<file path="config.mk">
export PLATFORM = sky130hd
export DESIGN_NAME = uart_rx_pkt_router
export DESIGN_NICKNAME = d
export VERILOG_FILES = /design/src/rtl/madcap_pkt_pkg.sv /design/src/rtl/uart_rx_pkt_router.sv
export SDC_FILE = /design/constraint.sdc
export NUM_CORES = 1
export LEC_CHECK = 0
export CAP_MARGIN = 20
export CORE_ASPECT_RATIO = 1.75
export CORE_MARGIN = 1
export CORE_UTILIZATION = 40
export CTS_CLUSTER_DIAMETER = 150
export DETAILED_ROUTE_END_ITERATION = 12
export GPL_ROUTABILITY_DRIVEN = 0
export PLACE_DENSITY = 0.68
export SKIP_CTS_REPAIR_TIMING = 1
export SLEW_MARGIN = 40
export SYNTH_ARGS = -nofsm -noshare
export SYNTH_HDL_FRONTEND = slang
export SYNTH_SLANG_ARGS = --single-unit
export TNS_END_PERCENT = 5
</file>
<file path="constraint.sdc">
create_clock -name clk -period 2.6 [get_ports clk]
set_input_delay 0.52 -clock clk [delete_from_list [all_inputs] [get_ports clk]]
set_output_delay 0.52 -clock clk [all_outputs]
set_load 0.1 [all_outputs]
</file>
<file path="src/rtl/madcap_pkt_pkg.sv">
// Shared packet definitions for the MADCAP daisy-chain packet path.
// Field layout, packet types, odd-parity helper and router FSM states.
package madcap_pkt_pkg;

    typedef enum logic [1:0] {
        DATA   = 2'b00,
        TEST   = 2'b01,
        CFG_WR = 2'b10,
        CFG_RD = 2'b11
    } pkt_type_e;

    localparam int TYPE_LSB       = 0;
    localparam int TYPE_W         = 2;
    localparam int CHIP_ID_LSB    = 2;
    localparam int CHIP_ID_W      = 8;
    localparam int CFG_ADDR_LSB   = 10;
    localparam int CFG_ADDR_W     = 8;
    localparam int CFG_DATA_LSB   = 18;
    localparam int CFG_DATA_W     = 8;
    localparam int DOWNSTREAM_BIT = 62;
    localparam int PARITY_BIT     = 63;

    localparam logic [7:0] BROADCAST_ID = 8'hFF;

    typedef logic [2:0] state_t;

    localparam state_t S_IDLE     = 3'd0;
    localparam state_t S_CLEAR    = 3'd1;
    localparam state_t S_DISPATCH = 3'd2;
    localparam state_t S_READ     = 3'd3;
    localparam state_t S_SEND     = 3'd4;

    // Parity bit that makes the full 64-bit word carry an odd number of ones.
    function automatic logic odd_parity(input logic [62:0] data);
        return ~^data;
    endfunction

endpackage

</file>
<file path="src/rtl/uart_rx_pkt_router.sv">
// Packet router behind uart_rx: unloads words, serves local config
// writes/reads and forwards everything else to a one-entry TX slot.
module uart_rx_pkt_router
    import madcap_pkt_pkg::*;
#(
    parameter int WIDTH     = 64,
    parameter int ADDR_BITS = 8,
    parameter int DATA_BITS = 8
) (
    input  logic                 clk,
    input  logic                 reset,
    input  logic [7:0]           chip_id,
    input  logic [WIDTH-2:0]     rx_data,
    input  logic                 rx_empty,
    input  logic                 parity_error,
    output logic                 uld_rx_data,
    output logic                 cfg_wr_en,
    output logic                 cfg_rd_en,
    output logic [ADDR_BITS-1:0] cfg_addr,
    output logic [DATA_BITS-1:0] cfg_wr_data,
    input  logic [DATA_BITS-1:0] cfg_rd_data,
    output logic [WIDTH-1:0]     tx_data,
    output logic                 tx_valid,
    input  logic                 tx_ready,
    output logic [7:0]           parity_err_cnt
);

    state_t           state;
    logic [WIDTH-2:0] pkt;
    logic             perr;

    logic [TYPE_W-1:0]    pkt_type;
    logic [CHIP_ID_W-1:0] pkt_chip;
    logic                 id_bcast;
    logic                 id_mine;
    logic                 is_wr;
    logic                 is_rd;
    logic                 d_perr;
    logic                 d_wr;
    logic                 d_rd;
    logic                 d_drop;
    logic                 d_fwd;
    logic [WIDTH-2:0]     reply;

    // Mutually exclusive dispatch decisions for the captured packet
    always_comb begin
        pkt_type = pkt[TYPE_LSB +: TYPE_W];
        pkt_chip = pkt[CHIP_ID_LSB +: CHIP_ID_W];
        id_bcast = (pkt_chip == BROADCAST_ID);
        id_mine  = (pkt_chip == chip_id);
        is_wr    = (pkt_type == CFG_WR);
        is_rd    = (pkt_type == CFG_RD);
        d_perr   = perr;
        d_wr     = !perr && is_wr && (id_mine || id_bcast);
        d_rd     = !perr && is_rd && id_mine;
        d_drop   = !perr && is_rd && id_bcast && !id_mine;
        d_fwd    = !perr && !(d_wr || d_rd || d_drop);
    end

    // Read reply: returned data, downstream marker, our own chip ID
    always_comb begin
        reply = pkt;
        reply[CFG_DATA_LSB +: DATA_BITS]   = cfg_rd_data;
        reply[DOWNSTREAM_BIT]              = 1'b1;
        reply[CHIP_ID_LSB +: CHIP_ID_W]    = chip_id;
    end

    // Router FSM with all outputs registered
    always_ff @(posedge clk) begin
        if (reset) begin
            state          <= S_IDLE;
            pkt            <= '0;
            perr           <= 1'b0;
            uld_rx_data    <= 1'b0;
            cfg_wr_en      <= 1'b0;
            cfg_rd_en      <= 1'b0;
            cfg_addr       <= '0;
            cfg_wr_data    <= '0;
            tx_data        <= '0;
            tx_valid       <= 1'b0;
            parity_err_cnt <= '0;
        end else begin
            uld_rx_data <= 1'b0;
            cfg_wr_en   <= 1'b0;
            cfg_rd_en   <= 1'b0;
            case (state)
                S_IDLE: begin
                    if (!rx_empty) begin
                        pkt         <= rx_data;
                        perr        <= parity_error;
                        uld_rx_data <= 1'b1;
                        state       <= S_CLEAR;
                    end
                end
                S_CLEAR: begin
                    if (rx_empty) begin
                        state <= S_DISPATCH;
                    end
                end
                S_DISPATCH: begin
                    unique case (1'b1)
                        d_perr: begin
                            if (parity_err_cnt != 8'hFF) begin
                                parity_err_cnt <= parity_err_cnt + 8'd1;
                            end
                            state <= S_IDLE;
                        end
                        d_wr: begin
                            cfg_wr_en   <= 1'b1;
                            cfg_addr    <= pkt[CFG_ADDR_LSB +: ADDR_BITS];
                            cfg_wr_data <= pkt[CFG_DATA_LSB +: DATA_BITS];
                            if (id_bcast) begin
                                tx_data  <= {odd_parity(pkt), pkt};
                                tx_valid <= 1'b1;
                                state    <= S_SEND;
                            end else begin
                                state <= S_IDLE;
                            end
                        end
                        d_rd: begin
                            cfg_rd_en <= 1'b1;
                            cfg_addr  <= pkt[CFG_ADDR_LSB +: ADDR_BITS];
                            state     <= S_READ;
                        end
                        d_drop: begin
                            state <= S_IDLE;
                        end
                        d_fwd: begin
                            tx_data  <= {odd_parity(pkt), pkt};
                            tx_valid <= 1'b1;
                            state    <= S_SEND;
                        end
                        default: begin
                            state <= S_IDLE;
                        end
                    endcase
                end
                S_READ: begin
                    tx_data  <= {odd_parity(reply), reply};
                    tx_valid <= 1'b1;
                    state    <= S_SEND;
                end
                S_SEND: begin
                    if (tx_ready) begin
                        tx_valid <= 1'b0;
                        state    <= S_IDLE;
                    end
                end
                default: begin
                    state <= S_IDLE;
                end
            endcase
        end
    end

endmodule

</file>
==> flow_summary.json, run 1 <==
{
  "outcome": "finished, final reports clean",
  "cts_buffer_depth": 2,
  "post-dp-hpwl_mm": 12.12,
  "hold_slack_ps": 455.9,
  "rrSetupSlack_ps": 190,
  "end_kind": "flop",
  "crit_fanout": 4,
  "clock_latency_ps": 420,
  "rsz0062_at_grt": "false",
  "grt_pass1_wl_mm": 27.21,
  "grt_max_degree": 72,
  "setup_tns_ps": 0,
  "relSlewSlack": 0.6140,
  "skew_ps": 15.38,
  "h-tree-depth": 4,
  "p_sw_frac": 0.3582,
  "peakVddDrop_mv": 0.4901,
  "yosys-top-cells-count": "223 x nand2_1, 159 x dfxtp_1, 112 x a21oi_1",
  "r2r-end": "tx_data[63]",
  "p_seq_frac": 0.352,
  "drv_slew": 0,
  "drtPass1Iterations": 4,
  "timing.final.setup_violations": 0,
  "cap_violations": 0,
  "ys.flop_type": "dfxtp_1",
  "rows": 61,
  "portBuffers": 175,
  "antenna_found_initial": 1,
  "yosys_register_bits": 159,
  "holdPathEnd": "tx_data[14]",
  "hold_viol_final": 0,
  "drt-total-wl_mm": 17.21,
  "worstHoldStart": "tx_data[14]",
  "synth_most_common_cell": "nand2_1",
  "grt_pass1_vias": 5363,
  "syn_to_final_growth_pct": 36.68,
  "die_h_um": 171.4,
  "worstHoldPathType": "reg -> reg",
  "ioPinCount": 176,
  "core-area_um2": 15950,
  "p_clk_frac": 0.306,
  "crit_type": "reg -> reg",
  "wire_per_inst_um": 15.11,
  "drt_iter0_drc": 189,
  "yosysWarnings": 0,
  "power_density_nw_per_um2": 943.0,
  "num_vias": 5554,
  "yosysTopAreaCellShare": 0.4850,
  "drive_above_1_share": 0.1581,
  "layout_min_cycle_time_ps": 2412,
  "drc": 0,
  "synth_edf_count": 0,
  "gr-total-overflow": 0,
  "synthDistinctLibCells": 34,
  "yosysTopAreaCell": "dfxtp_1",
  "power.leakage_nw": 3.506,
  "fillers": 1518,
  "ant_nets": 0,
  "worstRegToRegCells": 9,
  "syn_inst": 775,
  "power.switching_mw": 3.030,
  "via_per_inst": 4.876,
  "initial_utilization": 0.4114,
  "fmax_mhz": 414.6,
  "grt_use_total": 0.2074,
  "ys_seq_area_frac": 0.4850,
  "synthesis.nets": 866,
  "netlist_area_um2": 6563,
  "fp.dieArea_um2": 16940,
  "internal_power_mw": 5.429,
  "tightestPinTransition_ps": 578.2,
  "die_w_um": 98.83,
  "netlist_top_cells_area": "dfxtp_1 49%, nand2_1 13%, xnor2_1 9.2%",
  "cts_buffers": 17,
  "avgSynthCellArea_um2": 8.468,
  "nets": 1027,
  "cts_root_buffer": "clkbuf_16",
  "r2r_start": "pkt[0]",
  "start_kind": "flop",
  "min_path_cells": 2,
  "seq_area_um2": 3183,
  "cts_tree": "built",
  "period_share": 0.9277,
  "required_ps": 2950,
  "clkTransAtPathRegs_ps": 60,
  "worstPathArrival_ps": 2760,
  "async_reset_ff_frac": 0,
  "multi_input_comb_area_um2": 3188,
  "clkSinkCount": 159,
  "pwr-share-comb": 0.342
}
==> critical path: stages (launching register included) <==
cell	delay, ps
dfxtp_1	390
inv_1	60
ha_1	300
xor2_1	150
xnor2_1	270
xnor2_1	130
xnor2_1	200
xnor3_1	470
nor4_1	260
a211o_1	140
==> sequential cells by signal, indices dropped and copies added, names as in the netlist <==
| register | cells |
|---|---|
| pkt | 63 |
| cfg_wr_en | 1 |
| cfg_addr | 8 |
| uld_rx_data | 1 |
| d_perr | 1 |
| cfg_rd_en | 1 |
| cfg_wr_data | 8 |
| state | 3 |
| tx_data | 64 |
| parity_err_cnt | 8 |
| tx_valid | 1 |
==> kinds of logic after synthesis <==
family                   synth area share
AND/OR/NAND/NOR                    0.1821
flip-flops                         0.4850
AO/OA/AOI/OAI                      0.1155
XOR/XNOR                           0.1169
buffers and inverters             0.03355
multiplexers                      0.05358
adder cells (fa/ha/maj)           0.01335
==> power by group through the flow <==
stage / Clock [mW] / Sequential [mW] / Combinational (mW)
6_report: 2.58 / 2.98 / 2.89
5_1_grt: 2.75 / 3.02 / 3.15
4_1_cts: 2.65 / 2.98 / 2.94
3_5_place_dp: 0 / 3.04 / 2.92
3_3_place_gp: 0 / 3.03 / 2.91
2_1_floorplan: 0 / 3.40 / 1.76
==> layout by cell type (no fill, tap or decap), types with 3 or more instances in the layout <==
cell type,instances
inv_6,5
nand4_1,4
nor3_1,3
nor2_1,46
a21oi_1,112
and3_1,3
buf_12,6
nand2_1,223
nand3_1,3
xnor2_1,69
buf_4,106
a211oi_1,19
ha_1,7
clkdlybuf4s50_1,82
xor2_1,16
clkbuf_16,17
nor3b_1,4
nand2b_1,3
mux2i_1,34
dfxtp_1,159
==> cell type report <==
cell class,count,share of cell area
Sequential cell,159,0.3549
Multi-Input combinational cell,563,0.3554
Inverter,1,0.0004185
Tap cell,189,0.02636
Timing Repair Buffer,194,0.1936
Antenna cell,1,0.0002790
Clock buffer,19,0.05050
Clock inverter,13,0.01855
==> worst max-delay path by stage <==
| stage | start | end | slack (ps) | cells past startpoint |
|---|---|---|---|---|
| floorplan | parity_err_cnt[0] | parity_err_cnt[5] | 220 | 7 |
| global placement | chip_id[6] | tx_data[62] | 140 | 8 |
| detailed placement | chip_id[6] | tx_data[36] | 90 | 9 |
| CTS | pkt[0] | tx_data[63] | 140 | 9 |
| global route | pkt[0] | tx_data[63] | 6 | 9 |
| finish | pkt[0] | tx_data[63] | 190 | 9 |
==> per-stage QoR <==
step | util | worst slack, ps | instance area (um^2) | power, mW | std cells
2_1_floorplan | - | 222.5 | 6563 | 5.161 | 775
3_3_place_gp | 0.5233 | 139.4 | 8348 | 5.941 | 1106
3_5_place_dp | 0.5233 | 91.42 | 8348 | 5.960 | 1106
4_1_cts | 0.5622 | 138.5 | 8967 | 8.570 | 1138
5_1_grt | 0.5623 | 6.138 | 8970 | 8.922 | 1139
6_report | 0.5623 | 188.0 | 8970 | 8.459 | 1139
==> routing by layer <==
layer  routed length (um)  GRT usage  part of all wire  vias to the layer above
met3                  656    0.04023             0.038                       16
met4                  349    0.07852             0.020                        0
met2                 9440     0.3870              0.55                      131
li1                     -          -                 -                     2859
met5                    0          0                 0                        -
met1                 6766     0.2293              0.39                     2548
Power figures use the tool's default switching activity.
==> inputs of run 2 (changes only) <==
--- a/config.mk
+++ b/config.mk
@@ -14,7 +14,6 @@
 export GPL_ROUTABILITY_DRIVEN = 0
 export PLACE_DENSITY = 0.68
 export SKIP_CTS_REPAIR_TIMING = 1
-export SLEW_MARGIN = 40
 export SYNTH_ARGS = -nofsm -noshare
 export SYNTH_HDL_FRONTEND = slang
 export SYNTH_SLANG_ARGS = --single-unit
==> results of run 2 <==
The final DEF is identical to that of run 1; final timing and power are the same.
